`src/rtl/bbpfd_acc_pkg.sv`:
```
// Shared types for the clocked bang-bang phase detector.
// FSM states and signed two-bit decision codes.
package bbpfd_acc_pkg;

   typedef enum logic [1:0] {
      IDLE     = 2'd0,
      WAIT_GEN = 2'd1,
      WAIT_REF = 2'd2
   } state_t;

   localparam logic [1:0] DEC_TIE = 2'b00;
   localparam logic [1:0] DEC_POS = 2'b01;
   localparam logic [1:0] DEC_NEG = 2'b11;

endpackage

```
`src/rtl/bbpfd_acc_edge_sync.sv`:
```
// Multi-flop synchroniser for an asynchronous clock input.
// Adds a history flop and a registered rising-edge flag.
module edge_sync #(
   parameter int SYNC_STAGES = 2
) (
   input  logic clk,
   input  logic rst,
   input  logic din,
   output logic rise
);

   logic [SYNC_STAGES-1:0] sync;
   logic                   hist;

   // shift the input through the synchroniser, flag a 0->1 transition
   always_ff @(posedge clk) begin
      if (rst) begin
         sync <= '0;
         hist <= 1'b0;
         rise <= 1'b0;
      end else begin
         sync <= {sync[SYNC_STAGES-2:0], din};
         hist <= sync[SYNC_STAGES-1];
         rise <= sync[SYNC_STAGES-1] & ~hist;
      end
   end

endmodule

```
`src/rtl/bbpfd_acc.sv`:
```
// Clocked bang-bang phase detector with slip detection and
// a saturating accumulator of signed decisions.
module bbpfd_acc
   import bbpfd_acc_pkg::*;
#(
   parameter int SYNC_STAGES = 2,
   parameter int WIN_MAX     = 255,
   parameter int TMR_W       = 8,
   parameter int ACC_CYCLES  = 4,
   parameter int ERR_W       = 8
) (
   input  logic             clk,
   input  logic             rst,
   input  logic             en,
   input  logic             ref_in,
   input  logic             gen_in,
   output logic             pd_out,
   output logic             dec_valid,
   output logic [1:0]       dec,
   output logic             slip,
   output logic [ERR_W-1:0] err,
   output logic             err_valid
);

   localparam int CNT_W = (ACC_CYCLES < 2) ? 1 : $clog2(ACC_CYCLES + 1);
   localparam int LIM   = (1 << (ERR_W - 1)) - 1;
   localparam logic signed [ERR_W:0] LIM_P = (ERR_W+1)'(LIM);
   localparam logic signed [ERR_W:0] LIM_N = -LIM_P;
   localparam logic [TMR_W-1:0] WIN_T = TMR_W'(WIN_MAX);
   localparam logic [CNT_W-1:0] CNT_LAST = CNT_W'(ACC_CYCLES - 1);

   logic             ref_e;
   logic             gen_e;
   state_t           state;
   state_t           state_nx;
   logic [TMR_W-1:0] timer;
   logic [TMR_W-1:0] timer_nx;
   logic             d_fire;
   logic [1:0]       d_code;
   logic             d_slip;

   logic signed [ERR_W-1:0] acc;
   logic signed [ERR_W:0]   sum_full;
   logic signed [ERR_W-1:0] sum;
   logic [CNT_W-1:0]        dcnt;

   edge_sync #(.SYNC_STAGES(SYNC_STAGES)) u_ref_sync (
      .clk  (clk),
      .rst  (rst),
      .din  (ref_in),
      .rise (ref_e)
   );

   edge_sync #(.SYNC_STAGES(SYNC_STAGES)) u_gen_sync (
      .clk  (clk),
      .rst  (rst),
      .din  (gen_in),
      .rise (gen_e)
   );

   // FSM state and window timer registers
   always_ff @(posedge clk) begin
      if (rst) begin
         state <= IDLE;
         timer <= '0;
      end else begin
         state <= state_nx;
         timer <= timer_nx;
      end
   end

   // pair edges, detect slips and timeouts, pick one decision per cycle
   always_comb begin
      state_nx = state;
      timer_nx = timer;
      d_fire   = 1'b0;
      d_code   = DEC_TIE;
      d_slip   = 1'b0;
      if (!en) begin
         state_nx = IDLE;
         timer_nx = '0;
      end else begin
         unique case (state)
            IDLE: begin
               timer_nx = '0;
               if (ref_e && gen_e) begin
                  d_fire = 1'b1;
               end else if (ref_e) begin
                  state_nx = WAIT_GEN;
               end else if (gen_e) begin
                  state_nx = WAIT_REF;
               end
            end
            WAIT_GEN: begin
               if (ref_e) begin
                  d_fire   = 1'b1;
                  d_code   = DEC_POS;
                  d_slip   = 1'b1;
                  timer_nx = '0;
                  if (gen_e) state_nx = IDLE;
               end else if (gen_e) begin
                  d_fire   = 1'b1;
                  d_code   = DEC_POS;
                  timer_nx = '0;
                  state_nx = IDLE;
               end else if (timer == WIN_T) begin
                  d_fire   = 1'b1;
                  d_code   = DEC_POS;
                  d_slip   = 1'b1;
                  timer_nx = '0;
                  state_nx = IDLE;
               end else begin
                  timer_nx = timer + TMR_W'(1);
               end
            end
            WAIT_REF: begin
               if (gen_e) begin
                  d_fire   = 1'b1;
                  d_code   = DEC_NEG;
                  d_slip   = 1'b1;
                  timer_nx = '0;
                  if (ref_e) state_nx = IDLE;
               end else if (ref_e) begin
                  d_fire   = 1'b1;
                  d_code   = DEC_NEG;
                  timer_nx = '0;
                  state_nx = IDLE;
               end else if (timer == WIN_T) begin
                  d_fire   = 1'b1;
                  d_code   = DEC_NEG;
                  d_slip   = 1'b1;
                  timer_nx = '0;
                  state_nx = IDLE;
               end else begin
                  timer_nx = timer + TMR_W'(1);
               end
            end
            default: begin
               state_nx = IDLE;
               timer_nx = '0;
            end
         endcase
      end
   end

   // register the decision and the level bang-bang output
   always_ff @(posedge clk) begin
      if (rst) begin
         dec_valid <= 1'b0;
         dec       <= DEC_TIE;
         slip      <= 1'b0;
         pd_out    <= 1'b0;
      end else begin
         dec_valid <= d_fire;
         slip      <= d_fire & d_slip;
         if (d_fire) begin
            dec <= d_code;
            if (d_code == DEC_POS) pd_out <= 1'b1;
            else if (d_code == DEC_NEG) pd_out <= 1'b0;
         end
      end
   end

   // saturating add of the registered decision onto the running sum
   always_comb begin
      sum_full = $signed({acc[ERR_W-1], acc})
               + $signed({{(ERR_W-1){dec[1]}}, dec});
      if (sum_full > LIM_P) sum = LIM_P[ERR_W-1:0];
      else if (sum_full < LIM_N) sum = LIM_N[ERR_W-1:0];
      else sum = sum_full[ERR_W-1:0];
   end

   // accumulate ACC_CYCLES decisions, then publish and restart
   always_ff @(posedge clk) begin
      if (rst) begin
         acc       <= '0;
         dcnt      <= '0;
         err       <= '0;
         err_valid <= 1'b0;
      end else begin
         err_valid <= 1'b0;
         if (dec_valid) begin
            if (dcnt == CNT_LAST) begin
               err       <= sum;
               err_valid <= 1'b1;
               acc       <= '0;
               dcnt      <= '0;
            end else begin
               acc  <= sum;
               dcnt <= dcnt + CNT_W'(1);
            end
         end
      end
   end

endmodule

```
`config.mk`:
```
export PLATFORM = sky130hd
export DESIGN_NAME = bbpfd_acc
export DESIGN_NICKNAME = d
export VERILOG_FILES = /design/src/rtl/bbpfd_acc_pkg.sv /design/src/rtl/bbpfd_acc_edge_sync.sv /design/src/rtl/bbpfd_acc.sv
export SDC_FILE = /design/constraint.sdc
export NUM_CORES = 1
export LEC_CHECK = 0
export ABC_CLOCK_PERIOD_IN_PS = 2350
export BUFFER_PORTS_ARGS = -buffer_cell sky130_fd_sc_hd__buf_2
export CAP_MARGIN = 40
export CORE_MARGIN = 2
export CORE_UTILIZATION = 53
export CTS_BUF_LIST = sky130_fd_sc_hd__clkbuf_16
export CTS_CLUSTER_DIAMETER = 30
export CTS_CLUSTER_SIZE = 16
export DETAILED_ROUTE_END_ITERATION = 8
export GPL_ROUTABILITY_DRIVEN = 0
export PLACE_DENSITY = 0.75
export SYNTH_ARGS = -nofsm -noshare
export SYNTH_HDL_FRONTEND = slang
export SYNTH_HIERARCHICAL = 1
export SYNTH_SLANG_ARGS = --single-unit
export TNS_END_PERCENT = 10
```
`constraint.sdc`:
```
create_clock -name clk -period 2.35 [get_ports clk]
set_input_delay 0.235 -clock clk [delete_from_list [all_inputs] [get_ports clk]]
set_output_delay 0.235 -clock clk [all_outputs]
set_load 0.02 [all_outputs]
```
==> results.toml, run 1 <==
[run_status]
status = "complete, no violations"

[clock_tree]
tritoncts = "done"
htree_levels = 2
clkTransAtPathRegs_ns = 0.06
holdBufCountCts = 0
cts_made_buffers = 5
clockBufferDepth = 2
postCtsSetupBuffers = 0
cts_sinks = 43
clock_latency_ns = 0.29
ctsRootBufferMaster = "clkbuf_16"

[global_routing]
grt_max_degree = 33
overflow = 0
antenna_found_initial = 0
track_usage_pct = 21.7
grt_pass1_vias = 1667
grt_pass1_wl_microns = 7550

[pwr]
power.density_nw_per_um2 = 639
finalPower_w = 0.00167
p_leak_nw = 1.02
ir_worst_vdd_v = 0.000508

[worst_hold_path]
hold_depth = 2
hold_path.class = "input pin to flip-flop"
hold_path_end = "u_ref_sync/sync[0]"
min-delay-start = "ref_in"

[critical_path]
path_max_fanout = 10
slowest_stage = "ha_2"
cpPeakStageDelay_ns = 0.40
crit_chain = "ha_2 -> o21ai_1 -> a22o_1 -> a41o_1 -> or2_4 -> maj3_2 -> a211oi_2"
timing.rr.end = "err[3]"
arrival_ns = 2.44
critPathKind = "flip-flop to flip-flop"
worst_ep_required_time_ns = 2.56
crit_path_start_kind = "flip-flop"
regToRegSetupSlack_ns = 0.12
cp-end-kind = "flip-flop"
worstRegToRegCells = 7
r2r-start = "dec[1]"

[routing]
vias = 1842
wl_per_cell_microns = 13.9
firstDrtPassIters = 4
vias_per_cell = 5.62
first_iter_violations = 80
ant_nets = 0
routed_wirelength_microns = 4570
drc = 0

[placement]
place_inst = 320
postPlaceCellArea_sq_um = 2390
port_buffers = 18
place.detailed.hpwl_microns = 3210

[finish]
nFillCells = 330
antenna_cells = 0
final_cell_area_sq_um = 2610
drive_gt1_share_pct = 19.8
multi_input_area_sq_um = 1290
stdcell_count = 328
final_cell_mix = "dfxtp_1, nor2_1, a21oi_1, nand2_1, buf_2"
nNetsFinal = 297
seq_area_sq_um = 865
syn_to_final_growth_pct = 19.9
final_common_cell = "dfxtp_1"

[floorplan]
die_x_microns = 68.1
std_cell_rows = 23
die-area_sq_um = 4640
start_util_pct = 54.9
die_h_microns = 68.1
io_pins = 19
core_sq_um = 3970

[sta]
fmax_mhz = 449
finalSetupViolations = 0
period_needed_ns = 2.23
clock_skew_ns = 0.00512
min_period_over_period_pct = 94.9
worst_pin_slew_ns = 0.633
hold_violations = 0
tns_ns = 0
rsz0062_at_grt = "no"
slew_headroom_pct = 57.8
slew_violations = 0

[yosys]
yosysSeqAreaShare_pct = 39.5
synth_area_sq_um = 2180
synth_fp_nets = 270
ys_warn_count = 6
synth_async_sr_flop_share_pct = 0
synth_cells = 250
ys_ff_latch = 43
synth_edf_count = 0
ys_types = 51
avgSynthCellArea_sq_um = 8.72
yosys_most_used_dff = "dfxtp_1"

[job]
maxCapViolations = 0
==> cell type report <==
cell class                 count  area share, %
clock buffer                   5           4.79
multi-input combinational    192           49.5
inverter                       8           1.15
clock inverter                 3           2.58
sequential                    43           33.1
timing repair buffer          27           6.51
tap                           50           2.39
==> cell families after synthesis <==
group	count (synthesis)	synth area share, %
adders and majority gates	16	9.47
xor gates and xnor gates	9	3.61
AOI/OAI and AO/OA	68	20.7
DFF	43	39.5
and+or+nand+nor	98	23.5
muxes	1	0.516
buffers and inverters	15	2.70
==> worst max-delay path, delay by kind of cell (launching register included) <==
kind,cells,cell delay [ns]
flops,1,0.39
fa+ha+maj,2,0.71
compound gates,4,0.78
simple gates,1,0.27
==> Yosys cell counts (5+ instances only) <==
cell type / count / share of area, %
clkbuf_1: 5 / 0.86
dfxtp_1: 43 / 39
nor2b_1: 9 / 2.6
nand3_1: 10 / 2.3
a21oi_1: 26 / 6.0
o21ai_0: 7 / 1.6
inv_1: 8 / 1.4
ha_1: 14 / 8.0
nand2_1: 22 / 3.8
nor2_1: 27 / 4.6
xnor2_1: 5 / 2.0
and3_1: 8 / 2.3
==> per-layer routing <==
layer / track usage, % / vias to the layer above / share of wire (%)
met1: 27.7 / 846 / 49
met5: 0 / - / 0
met2: 35.6 / 33 / 46
li1: - / 954 / -
met4: 8.25 / 0 / 1.8
met3: 5.10 / 9 / 3.2
==> metrics by stage <==
step                      hold slack [ns]  worst slack, ns  util, %
after floorplan                     0.306           0.0200        -
after global placement              0.392           0.0595     60.1
after detailed placement            0.405           0.0438     60.1
after CTS                           0.160           0.0109     64.9
after global routing                0.180          0.00616     65.8
final                               0.159            0.120     65.8
==> power by group <==
group           total, W  switching [W]  internal (W)
clock           0.000901       0.000293      0.000609
combinational  0.0000321      0.0000196     0.0000125
sequential      0.000736     0.00000318      0.000733
total            0.00167       0.000315       0.00135
==> registers in the layout (all words and copies together), names as in the netlist <==
signal           flops
u_ref_sync/hist      1
err                  8
timer                8
err_valid            1
u_gen_sync/hist      1
pd_out               1
dec_valid            1
u_ref_sync/sync      2
acc                  8
u_gen_sync/sync      2
slip                 1
dcnt                 3
u_ref_sync/rise      1
u_gen_sync/rise      1
dec                  2
state                2
==> worst max-delay path by stage <==
stage	from	end	slack [ns]	depth (start not counted)
floorplan	dec[0]	err[6]	0.02	9
global placement	dec[0]	err[0]	0.06	9
detailed placement	dec[0]	acc[0]	0.04	9
CTS	dec[0]	acc[0]	0.01	8
global route	dec[1]	err[5]	0.006	8
finish	dec[1]	err[3]	0.12	7
==> what timing repair did <==
action / in CTS / in global routing
endpoints found under the setup margin: 1 / 14
gates resized for setup: 1 / 9
pin swaps: 3 / 4
Note: power is estimated with default switching activity, not from simulation.
==> run 2: changes to the inputs <==
--- a/config.mk
+++ b/config.mk
@@ -9,15 +9,14 @@
 export BUFFER_PORTS_ARGS = -buffer_cell sky130_fd_sc_hd__buf_2
 export CAP_MARGIN = 40
 export CORE_MARGIN = 2
-export CORE_UTILIZATION = 53
+export CORE_UTILIZATION = 52
 export CTS_BUF_LIST = sky130_fd_sc_hd__clkbuf_16
 export CTS_CLUSTER_DIAMETER = 30
 export CTS_CLUSTER_SIZE = 16
 export DETAILED_ROUTE_END_ITERATION = 8
 export GPL_ROUTABILITY_DRIVEN = 0
-export PLACE_DENSITY = 0.75
+export PLACE_DENSITY = 0.74
 export SYNTH_ARGS = -nofsm -noshare
 export SYNTH_HDL_FRONTEND = slang
-export SYNTH_HIERARCHICAL = 1
 export SYNTH_SLANG_ARGS = --single-unit
 export TNS_END_PERCENT = 10
==> constraint.sdc (replaced) <==
create_clock -name clk -period 2.35 [get_ports clk]
set_input_delay 0.235 -clock clk [delete_from_list [all_inputs] [get_ports clk]]
set_output_delay 0.235 -clock clk [all_outputs]
set_load 0.01 [all_outputs]
==> run 2 against run 1 <==
Total power fell by 14%. Core utilization shrank 1.8 points. Synthesized cell count down 8.0%. Critical path type unchanged. Clock power down 26%. Global-route usage is 1.3 points lower. Largest cell class unchanged. Sequential power about the same. Non-clock buffer count is 3 lower. Final cell count decreased by 7.9%. Sequential share of layout area increased by 3.0 points. Cell area is 8.3% lower.
==> results.toml, run 2 <==
[routing]
wl_per_cell_microns = 13.3
ant_nets = 0
vias_per_cell = 5.40
vias = 1630
first_iter_violations = 94
firstDrtPassIters = 4
routed_wirelength_microns = 4020
drc = 0

[yosys]
synth_common_cells = "nor2_1, dfxtp_1, ha_1"
ys_types = 47
synth_most_common_cell = "nor2_1"
netlist.area_leader.share_pct = 41.6
yosys_most_used_dff = "dfxtp_1"
synth_async_sr_flop_share_pct = 0
synth_edf_count = 0
yosysSeqAreaShare_pct = 41.6
ys_warn_count = 0
ys_ff_latch = 43
synth_area_sq_um = 2070
synthTopCellsByArea = "dfxtp_1, ha_1, nor2_1"
synth_fp_nets = 250
avgSynthCellArea_sq_um = 9.00
synth_cells = 230
yosysTopAreaCell = "dfxtp_1"

[global_routing]
grt_pass1_wl_microns = 6810
overflow = 0
grt_max_degree = 28
grt_pass1_vias = 1527
track_usage_pct = 20.4
antenna_found_initial = 0

[critical_path]
crit_path_start_kind = "flip-flop"
arrival_ns = 2.46
critPathKind = "flip-flop to flip-flop"
path_max_fanout = 10
worst_ep_required_time_ns = 2.53
cp-end-kind = "flip-flop"

[floorplan]
start_util_pct = 55.3
std_cell_rows = 22
io_pins = 19
die_h_microns = 67.1
die-area_sq_um = 4500
core_sq_um = 3740
die_x_microns = 67.1

[pwr]
ir_worst_vdd_v = 0.000491
finalPower_w = 0.00143
p_leak_nw = 1.03
power.density_nw_per_um2 = 598

[job]
maxCapViolations = 0

[finish]
multi_input_area_sq_um = 1160
final_cell_mix = "nor2_1, dfxtp_1, buf_2, ha_1, nand2_1"
seq_area_sq_um = 865
nNetsFinal = 273
stdcell_count = 302
syn_to_final_growth_pct = 15.8
final_common_cell = "nor2_1"
drive_gt1_share_pct = 19.7
nFillCells = 323
antenna_cells = 0
reg_top3 = "acc: 8 flops, err: 8 flops, timer: 8 flops"
final_core_util_pct = 64.0

[clock_tree]
clock_latency_ns = 0.28
postCtsSetupBuffers = 0
clkTransAtPathRegs_ns = 0.06
cts_made_buffers = 5
ctsRootBufferMaster = "clkbuf_16"
cts_sinks = 43
holdBufCountCts = 0
htree_levels = 2
clockBufferDepth = 2
tritoncts = "done"

[worst_hold_path]
hold_path.class = "input pin to flip-flop"

[sta]
period_needed_ns = 2.28
slew_headroom_pct = 68.3
min_period_over_period_pct = 97.1
tns_ns = 0
hold_violations = 0
worst_pin_slew_ns = 0.475
rsz0062_at_grt = "yes"
fmax_mhz = 438
clock_skew_ns = 0.00540
slew_violations = 0
finalSetupViolations = 0
fin_hold_ws_ns = 0.153

[run_status]
status = "complete, no violations"

[placement]
place.detailed.hpwl_microns = 2870
port_buffers = 18
place_inst = 294
-- run 2: cell count changes after synthesis, moves of 7 or more --
cell,before,now
nor2_1,27,45
a21oi_1,26,10
nand2_1,22,11
and3_1,8,1
-- run 2: critical path: stages, from the launching register on --
cell and delay [ns]:
dfxtp_4 0.39, ha_1 0.33, a211oi_4 0.24, o211ai_1 0.14
a221o_2 0.47, maj3_1 0.40, a22o_1 0.20
-- run 2: final timing paths --
check / start / endpoint / slack [ns] / cells past startpoint
max reg2reg: dec[1] / acc[5] / 0.07 / 6
min reg2reg: u_gen_sync.hist / u_gen_sync.rise / 0.39 / 1
max: dec[1] / acc[5] / 0.07 / 6
min: ref_in / u_ref_sync.sync[0] / 0.15 / 2
-- run 2: layout make-up --
class                   count  share of cell area, %
flip-flops and latches     43                   36.1
multi-input cells         171                   48.6
inverters                   8                   1.25
well taps                  48                   2.51
clock buffers               5                   5.22
repair buffers             24                   5.64
clock inverters             3                  0.731
-- run 2: where the power goes --
| group | switching [W] | total, W | internal, W |
|---|---|---|---|
| Sequential | 0.00000344 | 0.000737 | 0.000734 |
| Clock | 0.000273 | 0.000664 | 0.000391 |
| Combinational | 0.0000190 | 0.0000317 | 0.0000127 |
-- run 2: kinds of logic (layout without fill, tap and decap cells) --
| logic type | Yosys count | in the layout | synth area share, % |
|---|---|---|---|
| AND/OR/NAND/NOR | 92 | 92 | 21.0 |
| AO/OA/AOI/OAI | 45 | 45 | 16.0 |
| flip-flops | 43 | 43 | 41.6 |
| adder cells (fa/ha/maj) | 21 | 21 | 12.5 |
| buffers and inverters | 16 | 40 | 3.27 |
| XOR/XNOR | 10 | 10 | 4.23 |
| multiplexers | 3 | 3 | 1.51 |
-- run 2: repair_timing --
item | 4_1_cts | 5_1_grt
pin swaps | 3 | 4
endpoints found under the setup margin | 1 | 17
resized for setup | 0 | 9
-- run 2: per-stage QoR --
step                setup WS, ns  instance area (sq um)
floorplan                 0.0373                   2070
global placement          0.0391                   2230
detailed placement       -0.0388                   2230
CTS                    0.0000391                   2370
global route             -0.0383                   2400
finish                    0.0693                   2400
-- run 2: metal layers --
metal | up-vias | part of all wire [%] | track usage [%]
met1 | 736 | 48 | 26.6
met3 | 7 | 5.1 | 5.91
met4 | 0 | 1.8 | 9.18
li1 | 844 | - | -
met2 | 43 | 45 | 30.9
met5 | - | 0 | 0
